===== src/rtl/hex_print_sched.sv =====
// Purpose : round-robin scheduler that prints DATA_W-bit words as hex chars into the overlay text buffer.
// Latency : first char write one cycle after the requester handshake, then one char per accepted write.
// Backpr. : wr_ready low holds wr_en/wr_addr/wr_char stable; requesters see ready low while a word is emitted.
//
// Ports:
//   clk, rst_n                    clock, synchronous active-low reset
//   a_valid/a_data/a_addr/a_ready requester A word, first-char address, handshake
//   b_valid/b_data/b_addr/b_ready requester B word, first-char address, handshake
//   wr_en/wr_addr/wr_char         registered char write to the text buffer (overlay encoding)
//   wr_ready                      text buffer accepts the current write
//   busy                          high while a word is being emitted

module nibble_to_char (
    input  logic [3:0] nib,
    output logic [6:0] chr
);
    // Overlay encoding is ASCII minus 32: '0'..'9' -> 16..25, 'a'..'f' -> 65..70.
    always_comb begin
        if (nib < 4'd10) chr = 7'd16 + {3'b000, nib};
        else             chr = 7'd55 + {3'b000, nib};
    end
endmodule

module hex_print_sched #(
    parameter int DATA_W = 32,
    parameter int ADDR_W = 12
) (
    input  logic              clk,
    input  logic              rst_n,
    input  logic              a_valid,
    input  logic [DATA_W-1:0] a_data,
    input  logic [ADDR_W-1:0] a_addr,
    output logic              a_ready,
    input  logic              b_valid,
    input  logic [DATA_W-1:0] b_data,
    input  logic [ADDR_W-1:0] b_addr,
    output logic              b_ready,
    output logic              wr_en,
    output logic [ADDR_W-1:0] wr_addr,
    output logic [6:0]        wr_char,
    input  logic              wr_ready,
    output logic              busy
);
    localparam int NCH   = DATA_W / 4;
    localparam int CNT_W = (NCH > 1) ? $clog2(NCH) : 1;

    localparam logic ST_IDLE = 1'b0;
    localparam logic ST_EMIT = 1'b1;

    localparam logic REQ_A = 1'b0;
    localparam logic REQ_B = 1'b1;

    logic              state;
    logic [DATA_W-1:0] shift;
    logic [ADDR_W-1:0] ptr;
    logic [CNT_W-1:0]  cnt;
    logic              rr_last;

    logic              a_fire;
    logic              b_fire;
    logic              take;
    logic              accept;
    logic [DATA_W-1:0] next_shift;
    logic [ADDR_W-1:0] addr_sel;
    logic [6:0]        nib_char;

    // Grants are combinational in IDLE only, and suppressed while reset is
    // asserted so no word can be captured in a reset cycle.
    always_comb begin
        a_ready = 1'b0;
        b_ready = 1'b0;
        if (rst_n && state == ST_IDLE) begin
            if (a_valid && (!b_valid || rr_last == REQ_B)) a_ready = 1'b1;
            else if (b_valid)                            b_ready = 1'b1;
        end
    end

    assign a_fire   = a_valid & a_ready;
    assign b_fire   = b_valid & b_ready;
    assign take     = a_fire | b_fire;
    assign accept   = (state == ST_EMIT) & wr_en & wr_ready;
    assign addr_sel = a_fire ? a_addr : b_addr;

    // The shift register value for the next cycle; its top nibble is what the
    // wr_char register will present, so one mapper serves both the first char
    // (straight from the requester word) and every following char.
    always_comb begin
        next_shift = shift << 4;
        if (take) next_shift = a_fire ? a_data : b_data;
    end

    nibble_to_char u_n2c (
        .nib (next_shift[DATA_W-1 -: 4]),
        .chr (nib_char)
    );

    always_ff @(posedge clk) begin
        if (!rst_n) begin
            state   <= ST_IDLE;
            shift   <= '0;
            ptr     <= '0;
            cnt     <= '0;
            rr_last <= REQ_B;
            wr_en   <= 1'b0;
            wr_addr <= '0;
            wr_char <= 7'd16;
            busy    <= 1'b0;
        end else begin
            case (state)
                ST_IDLE: begin
                    if (take) begin
                        shift   <= next_shift;
                        ptr     <= addr_sel;
                        cnt     <= CNT_W'(NCH - 1);
                        rr_last <= b_fire ? REQ_B : REQ_A;
                        state   <= ST_EMIT;
                        busy    <= 1'b1;
                        wr_en   <= 1'b1;
                        wr_addr <= addr_sel;
                        wr_char <= nib_char;
                    end
                end
                ST_EMIT: begin
                    if (accept) begin
                        if (cnt == '0) begin
                            // Last char done: returning to IDLE costs one
                            // cycle before the next grant can be taken.
                            wr_en <= 1'b0;
                            busy  <= 1'b0;
                            state <= ST_IDLE;
                        end else begin
                            shift   <= next_shift;
                            ptr     <= ptr + 1'b1;
                            cnt     <= cnt - 1'b1;
                            wr_addr <= ptr + 1'b1;
                            wr_char <= nib_char;
                        end
                    end
                end
                default: begin
                    state <= ST_IDLE;
                    wr_en <= 1'b0;
                    busy  <= 1'b0;
                end
            endcase
        end
    end
endmodule


===== config.mk =====
export PLATFORM = sky130hd
export DESIGN_NAME = hex_print_sched
export DESIGN_NICKNAME = d
export VERILOG_FILES = /design/src/rtl/hex_print_sched.sv
export SDC_FILE = /design/constraint.sdc
export NUM_CORES = 1
export LEC_CHECK = 0
export BUFFER_PORTS_ARGS = -buffer_cell sky130_fd_sc_hd__buf_4
export CAP_MARGIN = 0
export CORE_ASPECT_RATIO = 1.75
export CORE_MARGIN = 3
export CORE_UTILIZATION = 52
export CTS_CLUSTER_DIAMETER = 150
export DETAILED_ROUTE_END_ITERATION = 7
export GPL_ROUTABILITY_DRIVEN = 0
export GPL_TIMING_DRIVEN = 0
export HOLD_SLACK_MARGIN = 0.15
export PLACE_DENSITY = 0.93
export REMOVE_ABC_BUFFERS = 1
export SYNTH_ARGS = -nofsm -noshare
export SYNTH_HDL_FRONTEND = slang
export SYNTH_SLANG_ARGS = --single-unit

===== constraint.sdc =====
create_clock -name clk -period 3.1 [get_ports clk]
set_clock_uncertainty 0.2 [all_clocks]
set_input_delay 0.31 -clock clk [delete_from_list [all_inputs] [get_ports clk]]
set_output_delay 0.31 -clock clk [all_outputs]
set_load 0.02 [all_outputs]

==> results of run 1 <==
==> per-stage QoR <==
stage               instances  TNS, ns  instance area (µm²)  total power [mW]  hold WS (ns)
finish                    492        0                 3970              1.75         0.155
global route              492        0                 3970              1.83         0.168
CTS                       491        0                 3950              1.74         0.158
detailed placement        462   -0.583                 3640              1.30         0.253
global placement          459   -89.50                 3550              1.27         0.244
floorplan                 290   -34.02                 2620              1.08         0.184
==> state kept, by name, indices dropped and copies added (netlist names) <==
signal / flops
shift: 28
ptr: 12
wr_char: 7
cnt: 3
rr_last: 1
busy: 1
state: 1
==> path summary, 6_finish.rpt <==
check             start    endpoint  slack, ns  cells after the start
max               rst_n  wr_char[0]       0.18                      9
min          a_addr[11]     ptr[11]       0.15                      4
max reg2reg       state    shift[2]       0.36                      6
min reg2reg  wr_char[3]  wr_char[3]       0.26                      2
==> cell families after synthesis <==
kind of cell / Yosys count
AO/OA/AOI/OAI: 113
XOR/XNOR: 2
adder cells (fa/ha/maj): 4
buffers and inverters: 36
AND/OR/NAND/NOR: 103
flip-flops: 53
multiplexers: 7
==> report_power, final <==
part / leakage [nW] / switching (mW) / internal, mW
Clock: 0.0542 / 0.226 / 0.202
Sequential: 0.437 / 0.0556 / 0.747
Combinational: 1.15 / 0.256 / 0.266
Total: 1.64 / 0.538 / 1.22
==> routing by layer <==
| metal | wire length (µm) | up-vias |
|---|---|---|
| met5 | 0 | - |
| met4 | 146 | 0 |
| met3 | 649 | 14 |
| met2 | 4430 | 147 |
| met1 | 3200 | 1476 |
| li1 | - | 1499 |
==> final cells by class <==
type                    count  area [µm²]  share of cell area (%)
flip-flops and latches     53        1060                    26.8
well taps                  54        67.6                    1.70
clock buffers               7        96.3                    2.43
inverters                   8        30.0                   0.757
clock inverters             1        5.00                   0.126
multi-input cells         230        1570                    39.7
repair buffers            139        1130                    28.5
==> cells in the mapped netlist (4+ instances only) <==
cell | n | area share (%)
sky130_fd_sc_hd__a211oi_1 | 26 | 7.1
sky130_fd_sc_hd__a21oi_1 | 15 | 2.7
sky130_fd_sc_hd__a221oi_1 | 5 | 1.6
sky130_fd_sc_hd__a222oi_1 | 29 | 11
sky130_fd_sc_hd__a31oi_1 | 5 | 1.1
sky130_fd_sc_hd__and2_1 | 5 | 1.1
sky130_fd_sc_hd__and3_1 | 4 | 0.91
sky130_fd_sc_hd__buf_2 | 7 | 1.3
sky130_fd_sc_hd__clkbuf_1 | 17 | 2.3
sky130_fd_sc_hd__dfxtp_1 | 53 | 39
sky130_fd_sc_hd__ha_1 | 4 | 1.8
sky130_fd_sc_hd__inv_1 | 8 | 1.1
sky130_fd_sc_hd__mux2_2 | 5 | 2.1
sky130_fd_sc_hd__nand2_1 | 24 | 3.3
sky130_fd_sc_hd__nand3_1 | 10 | 1.8
sky130_fd_sc_hd__nand4_1 | 4 | 0.91
sky130_fd_sc_hd__nor2_1 | 37 | 5.1
sky130_fd_sc_hd__nor2b_1 | 4 | 0.91
sky130_fd_sc_hd__o21ai_0 | 9 | 1.6
sky130_fd_sc_hd__or3b_2 | 5 | 1.6
==> worst min-delay path, stage by stage <==
cell,delay (ns)
sky130_fd_sc_hd__buf_4,0.08
sky130_fd_sc_hd__nand2_1,0.03
sky130_fd_sc_hd__o311ai_0,0.10
sky130_fd_sc_hd__o2bb2ai_1,0.11
==> repair_timing <==
item                                    CTS  global route
hold buffers                             19             0
cloned                                    0             1
endpoints found under the setup margin    6             8
resized for setup                         1             3
pin swaps                                 1             1
hold endpoints to repair                 12             0
setup buffers                             2             0
==> results.md, run 1 <==
Clock tree:
- Counting the buffers created by CTS gives 5.
- The clock passes through at most 2 buffers.
- The sink count of the clock tree is 53.
- The CTS tree is built.
- In this run the clock root is driven by a sky130_fd_sc_hd__clkbuf_8.
- The clock-pin slew reported for the worst setup and hold paths after clock tree synthesis is 0.09 ns.
- The clock insertion delay at the later pin of the skew report is 0.31 ns.
- The CTS H-tree depth is 2.

Synth:
- The number of flops mapped to enable cells by yosys is 0.
- Synthesis instantiated 47 different standard cells from the library.
- Of the total synthesized cell area, the portion taken by full adders, half adders and majority gates is about 1.8%.
- The post-synthesis register bit count is 53.
- The synthesized instance count is 318.
- The prevailing post-synth register cell is sky130_fd_sc_hd__dfxtp_1.
- For this run, the number of Yosys warnings is 0.
- For this run, the register share of the synthesized area comes to about two fifths.
- The cell area that synthesis handed to floorplanning was 2750 µm².
- Of the post-synthesis cell area, the part taken by muxes is 2.78%.
- After Yosys synthesis, and, or, nand and nor cells account for 18.3% of the synthesized area.
- The combinational family with the most area after synthesis is compound AO/OA/AOI/OAI gates.
- The synthesized netlist devotes 32.2% of its cell area to compound gates.
- Counting flops with an async set or reset pin after synthesis yields a share of 0%.
- The mean area per synthesized cell is 8.63 µm².
- The synthesized-area fraction occupied by xor and xnor cells is 0.638%.

Run status:
- The flow ran to the end, and the final reports show no timing, DRC or antenna violations.

Routing:
- For this run, the detailed router's first-pass iteration total came to 5.
- The remaining antenna violation count is 0.
- The detailed-route wire length is 8430 µm.
- The remaining routing DRC violations is 0.
- In the routed layout, each cell is associated on average with a via count of 6.37.
- The number of vias in the routed layout is 3,136.
- The number of violations reported at the end of detailed-routing iteration 0 is 363.
- The routed length per instance is 17.1 µm.

Critical path:
- The cell with the most instances on the worst path is sky130_fd_sc_hd__buf_4.
- At the worst endpoint, the arrival time is 2.92 ns.
- The critical path goes through dlygate4sd3_1, buf_4, nand3b_1, a21oi_2, buf_16, a222oi_1, buf_4, a2111o_1, and3_1.
- The peak fanout along the critical path is 22.
- On the critical path, the stage with the largest delay is an instance of sky130_fd_sc_hd__a21oi_2.
- The critical path is of the in -> reg type.
- The buffers plus inverters on the worst setup path is 4.
- STA puts the critical path data required time at 3.11 ns.
- The cell type group with the largest total delay on the critical path is buffers and inverters.
- The sort of element at the start of the critical path is a primary input.
- STA classifies the critical path endpoint as a register.
- The largest incremental delay on the critical path is 0.57 ns.

Timing:
- The count of final hold-check violations was 0.
- The count of pins over their slew limit was 0.
- Setup violations remaining at the end of the flow were counted as 0.
- Subtracting the final worst setup slack from the clock period gives between 2 and 3 ns.
- The post-route worst setup slack is ~0.18 ns.
- Setup repair after global routing left no endpoint under its margin.
- The maximum operating frequency is 343 MHz.
- The slew of the pin with the lowest slew margin is 1.27 ns.
- The post-route fraction of the period consumed by the critical path is a little over nine tenths.
- Headroom to the max-slew limit came out at 15.5%.

Finish:
- Cells fill 79.0% of the core in the end.
- The total number of nets in the final design is 534.
- The area growth from synthesis to layout is 44.5%.
- The fraction of layout cells with a size suffix above 1 is 33.8%.
- In the layout the commonest cells are 117 x sky130_fd_sc_hd__buf_4, 52 x sky130_fd_sc_hd__dfxtp_1, 36 x sky130_fd_sc_hd__nor2_1.
- The layout has between 300 and 400 filler cells.
- The number of diodes added for antenna fixing is 0.
- The leading cell type in the layout, fill and taps excluded is sky130_fd_sc_hd__buf_4.

Global route:
- For this run, the total global-route usage over all layers was measured as 26.3%.
- The initial antenna violation count was 0.
- The number of global-route vias before repair was 3,018.
- The wire length of the first global-routing pass is ~13,000 µm.
- For met1 alone, demand over resource in global routing was 29.1%.
- In this run the most used layer during global routing was met2.
- The leftover overflow at the end of global routing is 0.
- Global routing consumed, on the met2 layer, between 40 and 50% of the routing resources.
- The routing usage on met3 is 5.18%.
- The pin count of the biggest net entering global routing is 54.

Power:
- The leakage component of the power is 1.64 nW.
- For this design the ratio of total power to cell area is 442 nW/µm².
- Across the VDD grid, the largest voltage drop is 0.366 mV.

Die:
- The floorplan step set the die width to a little over 60 µm.
- The top-level I/O count is about 120.
- For this configuration, the core starts out at a cell density of 54.7%.
- The placeable core area is 5020 µm².
- The die covers 6220 µm².
- The height of the die is 102 µm.
- Row generation in the floorplan step produced 34 rows.

Place:
- Before CTS, the worst setup slack after placement is -0.198 ns.
- Port buffering added between 100 and 150 buffers.
- After legalization and detailed placement, the total HPWL measured 5370 µm.

Min path:
- The path class of the tightest hold or removal check is in -> reg.

Job:
- Across the run, the number of max-cap violations was 0.
No activity file was read; power rests on OpenSTA's default activity.
==> run 2: changes to the inputs <==
==> config.mk (replaced) <==
export PLATFORM = sky130hd
export DESIGN_NAME = hex_print_sched
export DESIGN_NICKNAME = d
export VERILOG_FILES = /design/src/rtl/hex_print_sched.sv
export SDC_FILE = /design/constraint.sdc
export NUM_CORES = 1
export LEC_CHECK = 0
export BUFFER_PORTS_ARGS = -buffer_cell sky130_fd_sc_hd__buf_2
export CAP_MARGIN = 0
export CORE_ASPECT_RATIO = 1.75
export CORE_MARGIN = 3
export CORE_UTILIZATION = 43
export CTS_CLUSTER_DIAMETER = 150
export DETAILED_ROUTE_END_ITERATION = 7
export GPL_ROUTABILITY_DRIVEN = 0
export GPL_TIMING_DRIVEN = 0
export HOLD_SLACK_MARGIN = 0.15
export PLACE_DENSITY = 0.83
export REMOVE_ABC_BUFFERS = 1
export SYNTH_ARGS = -nofsm -noshare
export SYNTH_HDL_FRONTEND = slang
export SYNTH_SLANG_ARGS = --single-unit
export TNS_END_PERCENT = 50
==> constraint.sdc (replaced) <==
create_clock -name clk -period 2.4 [get_ports clk]
set_clock_uncertainty 0.2 [all_clocks]
set_input_delay 0.24 -clock clk [delete_from_list [all_inputs] [get_ports clk]]
set_output_delay 0.24 -clock clk [all_outputs]
set_load 0.02 [all_outputs]
==> run 2 against run 1 <==
  * Clock-buffer cell count is the same
  * Combinational power grew 35%
  * Cell area grew 4.7%
  * Global-route usage shrank 0.12 points
  * Routed wire length grew 18%
  * Sequential power grew 30%
  * Total power grew 29%
  * Hold slack lost 0.0079 ns
  * Setup slack lost 0.15 ns
  * Sequential share of layout area shrank 1.1 points
  * Core utilization shrank 10 points
  * Flip-flop and latch count is the same
  * Critical path type unchanged
==> results.md, run 2 (same netlist as run 1, synthesis figures left out) <==
Global route:
- The number of global-route vias before repair is 3,291.
- The initial antenna violation count came to 0.
- The wire length of the first global-routing pass is ~15,000 µm.
- Entering global routing, the biggest net connects 40 pins.
- Global routing used 26.2% of the available tracks.
- The leftover overflow at the end of global routing is 0.

Power:
- In this run the static leakage power is 1.75 nW.
- VDD sags by at most between 0.4 and 0.5 mV.
- In this run the power density over the cells is 544 nW/µm².

Finish:
- The top cell types in the final layout, fill and taps aside, are 115 x sky130_fd_sc_hd__buf_2, 52 x sky130_fd_sc_hd__dfxtp_1, 46 x sky130_fd_sc_hd__dlygate4sd3_1.
- The post-route netlist has 34.4% of its cells at a drive strength greater than 1.
- The relative area change from synthesis to final layout is 51.2%.
- The flip-flop count of the largest register after layout is 28.
- The number of diodes added for antenna fixing is 0.
- The end-of-flow core utilization is 69.0%.
- The final design instance area without fill is 4150 µm².
- The number of fill cells in the layout is ~480.
- The largest registers in the layout are shift: 28 flops, ptr: 12 flops, wr_char: 7 flops.
- The register with the most flip-flops in the final layout is shift.
- The library cell used most frequently in the layout, excluding fill and tap cells, is sky130_fd_sc_hd__buf_2.
- The final layout contains 576 nets.

Clock tree:
- After clock tree synthesis, the clock-pin slew on the worst setup and hold paths is 0.09 ns.
- No sink is reached through more buffers than the 2 on the longest clock path.
- The CTS tree is built.
- At the later pin of the worst-skew pair, clock insertion delay measures 0.30 ns.
- The number of buffers created by CTS is 5.
- The tree built by TritonCTS fans out to 53 sinks.
- The CTS H-tree depth is 2.
- The clock tree root buffer cell is sky130_fd_sc_hd__clkbuf_8.

Routing:
- The remaining antenna violation count is 0.
- The first TritonRoute pass finished after 7 iterations.
- Summed over all layers, the routed wires come to slightly below 10,000 µm.
- The ratio of routed vias to standard cells is roughly 6.0.
- The detailed router finished its first iteration with 331 violations.
- The routed length per instance is 17.9 µm.
- The remaining routing DRC violations is 0.
- The detailed router placed 3,336 vias in this run.

Critical path:
- The sort of element at the start of the critical path is a primary input.
- The largest incremental delay on the critical path is 0.54 ns.
- Traced cell by cell, the critical path runs through dlygate4sd3_1, buf_2, nand3b_1, mux2_2, mux2i_4, ha_1, o211ai_1, o2111a_1.
- The slowest stage of the critical path is the sky130_fd_sc_hd__dlygate4sd3_1 cell.
- Of all nets on the critical path, the largest fanout is 7.
- The category of the most critical setup path is in -> reg.
- STA puts the critical path data required time at 2.41 ns.
- For the worst setup path, the data arrival time is 2.37 ns.
- STA classifies the critical path endpoint as a register.

Timing:
- The remaining max-slew budget at the tightest pin is 17.3%.
- Setup violations remaining at the end of the flow were counted as 0.
- The minimum clock period is between 2 and 2.5 ns.
- The count of pins over their slew limit came to 0.
- The maximum operating frequency is 423 MHz.
- After layout, the worst path uses 98.4% of the clock period.
- The slew of the pin with the lowest slew margin is approximately 1.2 ns.
- The count of final hold-check violations came to 0.
- Setup repair after global routing could not meet its margin everywhere.

Die:
- The height of the die is 112 µm.
- The die covers between 7000 and 8000 µm².
- The initial core utilization is 45.6%.
- The top-level I/O count is 116.
- After floorplanning, the core was divided into 37 placement rows.
- The die is 66.4 µm wide.
- The placeable core area is roughly 6000 µm².

Job:
- The tool flagged a number of max-cap violations equal to 0.

Run status:
- The run finished with clean final reports.

Place:
- The number of buffers inserted by port buffering is 115.
- The HPWL after detailed placement is 5410 µm.
- The placed instances occupy a cell area of roughly 3400 µm².

Min path:
- The worst hold path class is in -> reg.
==> run 2: where the power goes <==
group / switching [mW] / internal (mW)
Sequential: 0.0714 / 0.965
Clock: 0.286 / 0.230
Combinational: 0.365 / 0.341
==> run 2: what timing repair did <==
item	in CTS	in global routing
buffers inserted	4	9
hold buffers	46	0
pin swaps	4	0
endpoints found under the hold margin	30	0
resized for setup	7	6
gates cloned	3	2
setup endpoints to repair	50	9
==> run 2: stage by stage <==
step	worst slack, ns	TNS, ns	total power, mW	hold WS [ns]	instances
6_report	0.0374	0	2.26	0.147	557
5_1_grt	-0.0497	-0.0497	2.38	0.162	557
4_1_cts	0.0196	0	2.22	0.151	546
3_5_place_dp	-0.860	-15.02	1.62	0.255	486
3_3_place_gp	-3.31	-128.99	1.58	0.241	483
2_1_floorplan	-1.81	-65.16	1.39	0.114	290
==> run 2: area by class of cell <==
type	count	area [µm²]	area share (%)
clock buffer	7	86.3	2.08
inverter	8	30.0	0.723
multi-input combinational	233	1640	39.6
sequential	53	1060	25.6
tap	78	97.6	2.35
timing repair buffer	178	1230	29.6
==> run 2: worst paths after layout <==
| kind | start | to | slack [ns] | cells past startpoint |
|---|---|---|---|---|
| max | b_valid | wr_char[6] | 0.04 | 8 |
| min | b_data[31] | wr_char[4] | 0.15 | 4 |
| max reg2reg | state | wr_char[6] | 0.09 | 6 |
| min reg2reg | wr_char[3] | wr_char[3] | 0.27 | 2 |
==> run 2: routing by layer <==
metal  global-route usage (%)  part of all wire, %  vias up
li1                         -                    -     1578
met1                     29.2                   37     1541
met2                     47.7                   53      191
met3                     4.54                  6.7       26
met4                     9.50                  2.6        0
met5                        0                    0        -
==> run 2: worst max-delay path, delay by kind of cell <==
kind | cells | cell delay [ns]
multiplexers | 2 | 0.63
adder cells (fa/ha/maj) | 1 | 0.24
AO/OA/AOI/OAI | 2 | 0.33
AND/OR/NAND/NOR | 1 | 0.23
buffers and inverters | 2 | 0.70
==> run 3: changes to the inputs <==
--- a/config.mk
+++ b/config.mk
@@ -5,16 +5,17 @@
 export SDC_FILE = /design/constraint.sdc
 export NUM_CORES = 1
 export LEC_CHECK = 0
+export ABC_AREA = 1
 export BUFFER_PORTS_ARGS = -buffer_cell sky130_fd_sc_hd__buf_2
 export CAP_MARGIN = 0
 export CORE_ASPECT_RATIO = 1.75
 export CORE_MARGIN = 3
-export CORE_UTILIZATION = 43
+export CORE_UTILIZATION = 44
 export CTS_CLUSTER_DIAMETER = 150
 export DETAILED_ROUTE_END_ITERATION = 7
 export GPL_ROUTABILITY_DRIVEN = 0
 export GPL_TIMING_DRIVEN = 0
-export HOLD_SLACK_MARGIN = 0.15
+export HOLD_SLACK_MARGIN = 0.1
 export PLACE_DENSITY = 0.83
 export REMOVE_ABC_BUFFERS = 1
 export SYNTH_ARGS = -nofsm -noshare
==> run 3 against run 2 <==
  * Via count increased by 6.1%
  * Total power increased by 24%
  * Synthesized area increased by 6.4%
  * Final cell count increased by 19%
==> results.md, run 3 <==
Timing:
- The worst path needs 2.19 ns of the cycle, external delays included.
- The remaining max-slew budget at the tightest pin is between 50% and 60%.
- The slew of the pin with the lowest slew margin is between 0.6 and 0.7 ns.
- After layout, the worst path uses 91.4% of the clock period.
- Setup repair after global routing left no endpoint under its margin.
- For the final routed database, the setup TNS stands at 0 ns.
- The worst hold margin is ~0.11 ns.
- Setup violations remaining at the end of the flow were counted as 0.
- The count of pins over their slew limit is 0.
- The count of final hold-check violations is 0.
- The maximum operating frequency is 456 MHz.
- After layout, the worst setup slack is 0.206 ns.

Finish:
- The leading cell type in the layout, fill and taps excluded is sky130_fd_sc_hd__nand2_1.
- The end-of-flow core utilization is ~68%.
- In the final layout, the registers with the most flip-flops are shift: 28 flops, ptr: 12 flops, wr_char: 7 flops.
- The register with the most flip-flops in the layout has 28 of them.
- The post-route netlist has between 20% and 30% of its cells at a drive strength greater than 1.
- With fillers left out, the area of the finished cells amounts to 4290 µm².
- The multi-input combinational cells in the finished layout cover a total of 1600 µm².
- The total number of nets in the final design is 677.
- The top cell types in the final layout, fill and taps aside, are 124 x sky130_fd_sc_hd__nand2_1, 114 x sky130_fd_sc_hd__buf_2, 72 x sky130_fd_sc_hd__dlygate4sd3_1.
- The register with the most flip-flops in the final layout is shift.
- Relative to the synthesized area, the layout overhead comes to 46.9%.
- The number of fill cells in the layout is 507.
- Registers take 1060 µm².
- The repair_antennas step left the layout with diodes totalling 0.

Run status:
- The run finished with clean final reports.

Global route:
- met2 is the most crowded layer.
- The routing usage on met3 is 5.42%.
- Global routing used 46.6% of the available met2 tracks.
- Global routing consumed, on the met1 layer, 27.9% of the routing resources.
- The leftover overflow at the end of global routing is 0.
- The first global-routing pass estimated between 15,000 and 20,000 µm of wire.
- The initial antenna violation count came to 0.
- The total global-route track usage is approximately a quarter.
- The number of global-route vias before repair was 3,549.
- Entering global routing, the biggest net connects 80 pins.

Synth:
- Yosys attributes the largest share of cell area to sky130_fd_sc_hd__dfxtp_1 36%, sky130_fd_sc_hd__nand2_1 16%, sky130_fd_sc_hd__o21ai_0 8.9%.
- The synthesized instance count is 413.
- The synthesized netlist contains 35 unique library cells.
- After synthesis the netlist holds a flip-flop and latch count of 53.
- The largest area contributor in the synthesized netlist is sky130_fd_sc_hd__dfxtp_1.
- The most used standard cell by instance count after synthesis is sky130_fd_sc_hd__nand2_1.
- Of the synthesized area, sequential elements account for 36.3%.
- The fraction of registers with async set or reset after synthesis is 0%.
- In this run the cell area of the synthesized design comes to 2920 µm².
- Ranked by instance count, the synthesized netlist is headed by 124 x sky130_fd_sc_hd__nand2_1, 53 x sky130_fd_sc_hd__dfxtp_1, 52 x sky130_fd_sc_hd__o21ai_0.
- The number of flops mapped to enable cells by yosys is 0.
- The synthesis warning total is 0.
- Summed over its instances, the top area cell type makes up 36.3% of the synthesized netlist area.
- A synthesized cell averages 7.07 µm².
- Among all flip-flop cells after synthesis, the most frequent one is sky130_fd_sc_hd__dfxtp_1.

Power:
- The highest ir drop seen on vdd is between 0.4 and 0.5 mV.
- The leakage component of the power is 1.82 nW.
- For this design the ratio of total power to cell area is 653 nW/µm².

Place:
- The worst setup timing slack at the placement stage is -0.882 ns.
- The sum of net half-perimeters after detailed placement is 5650 µm.
- The cell area after placement is 3430 µm².
- The number of buffers inserted by port buffering is about 120.

Die:
- The top-level I/O count is 116.
- The overall die width is 67.6 µm.
- From bottom edge to top edge, the die measures 114 µm.
- The initial core utilization is between 40% and 50%.
- In this run the standard cell core region covers 6320 µm².
- The die covers approximately 7700 µm².
- The total number of placement rows is 38.

Min path:
- Counting instances, the worst hold path has a depth of 3.
- The worst hold path class is in -> reg.

Routing:
- The remaining antenna violation count is 0.
- The number of violations reported at the end of detailed-routing iteration 0 is approximately 150.
- For this run, design rule violations remaining after detail routing come to 0.
- The number of detailed-routing iterations run before antenna repair is 4.
- The routed length per instance is between 10 and 15 µm.
- The number of vias in the routed layout is 3,539.
- In the routed layout, each cell is associated on average with a via count of 5.35.
- The detailed-route wire length is 9910 µm.

Clock tree:
- In this run, CTS created clock tree buffers numbering 5.
- The tree is rooted in a sky130_fd_sc_hd__clkbuf_8.
- The H-tree was split into 2 levels.
- The post-CTS setup buffer count is 0.
- The CTS tree is built.
- The clock-pin slew reported for the worst setup and hold paths after clock tree synthesis is 0.10 ns.
- The clock insertion delay at the later pin of the skew report is slightly above 0.3 ns.
- The sink count of the clock tree is 53.
- Counting along the longest clock path gives a buffer depth of 2.

Critical path:
- The required arrival time at the worst endpoint is between 2 and 2.5 ns.
- The kind of end point of the critical path is a register.
- For the worst flop-to-flop path, the logic depth is 8.
- The signal arrival time at the worst endpoint is roughly 2.2 ns.
- STA classifies the critical path startpoint as a register.
- The category of the most critical setup path is reg -> reg.
- The peak fanout along the critical path is 79.

Job:
- The max-cap check violation count is 0.
-- run 3: power breakdown --
group,internal (mW),switching [mW]
clock,0.261,0.295
sequential,1.06,0.133
combinational,0.416,0.635
-- run 3: per-layer routing --
layer	routed length [µm]	vias to the layer above	part of all wire (%)
li1	-	1756	-
met1	3730	1608	38
met2	5240	139	53
met3	582	36	5.9
met4	364	0	3.7
met5	0	-	0
-- run 3: area by class of cell --
| type | count | share of cell area, % |
|---|---|---|
| inverters | 24 | 2.77 |
| repair buffers | 187 | 30.4 |
| well taps | 80 | 2.33 |
| clock inverters | 1 | 0.117 |
| flip-flops and latches | 53 | 24.8 |
| clock buffers | 7 | 2.25 |
| multi-input cells | 308 | 37.2 |
| repair inverters | 1 | 0.117 |
-- run 3: logic make-up (layout without fill, tap and decap cells) --
| kind of cell | Yosys count | after routing | synth area share [%] |
|---|---|---|---|
| compound gates | 115 | 115 | 24.3 |
| fa+ha+maj | 4 | 4 | 1.71 |
| simple gates | 186 | 186 | 27.8 |
| flops | 53 | 53 | 36.3 |
| buf+inv | 52 | 220 | 9.00 |
| xor+xnor | 3 | 3 | 0.900 |
-- run 3: critical path, cell delays in order (launching register included) --
cell and delay (ns):
sky130_fd_sc_hd__dfxtp_4 0.48, sky130_fd_sc_hd__inv_2 0.18, sky130_fd_sc_hd__nand3_2 0.18, sky130_fd_sc_hd__nand3_2 0.12, sky130_fd_sc_hd__nand2_4 0.24, sky130_fd_sc_hd__clkinv_8 0.27, sky130_fd_sc_hd__nand2_1 0.15, sky130_fd_sc_hd__xor2_1 0.16
sky130_fd_sc_hd__a21oi_1 0.08
-- run 3: stage by stage --
stage / cells / total power, mW
floorplan: 385 / 1.81
global placement: 580 / 2.11
detailed placement: 580 / 2.14
CTS: 659 / 2.79
global route: 661 / 3.00
finish: 661 / 2.80
-- run 3: worst paths after layout --
path,startpoint,to,slack [ns]
min reg2reg,wr_char[5],wr_char[5],0.23
max,state,cnt[2],0.21
min,rst_n,wr_char[5],0.11
max reg2reg,state,cnt[2],0.21
-- run 3: what timing repair did --
action | 4_1_cts | 5_1_grt
endpoints found under the setup margin | 51 | 44
gates resized for setup | 5 | 5
hold buffers | 71 | 1
cloned | 0 | 1
endpoints found under the hold margin | 38 | 1
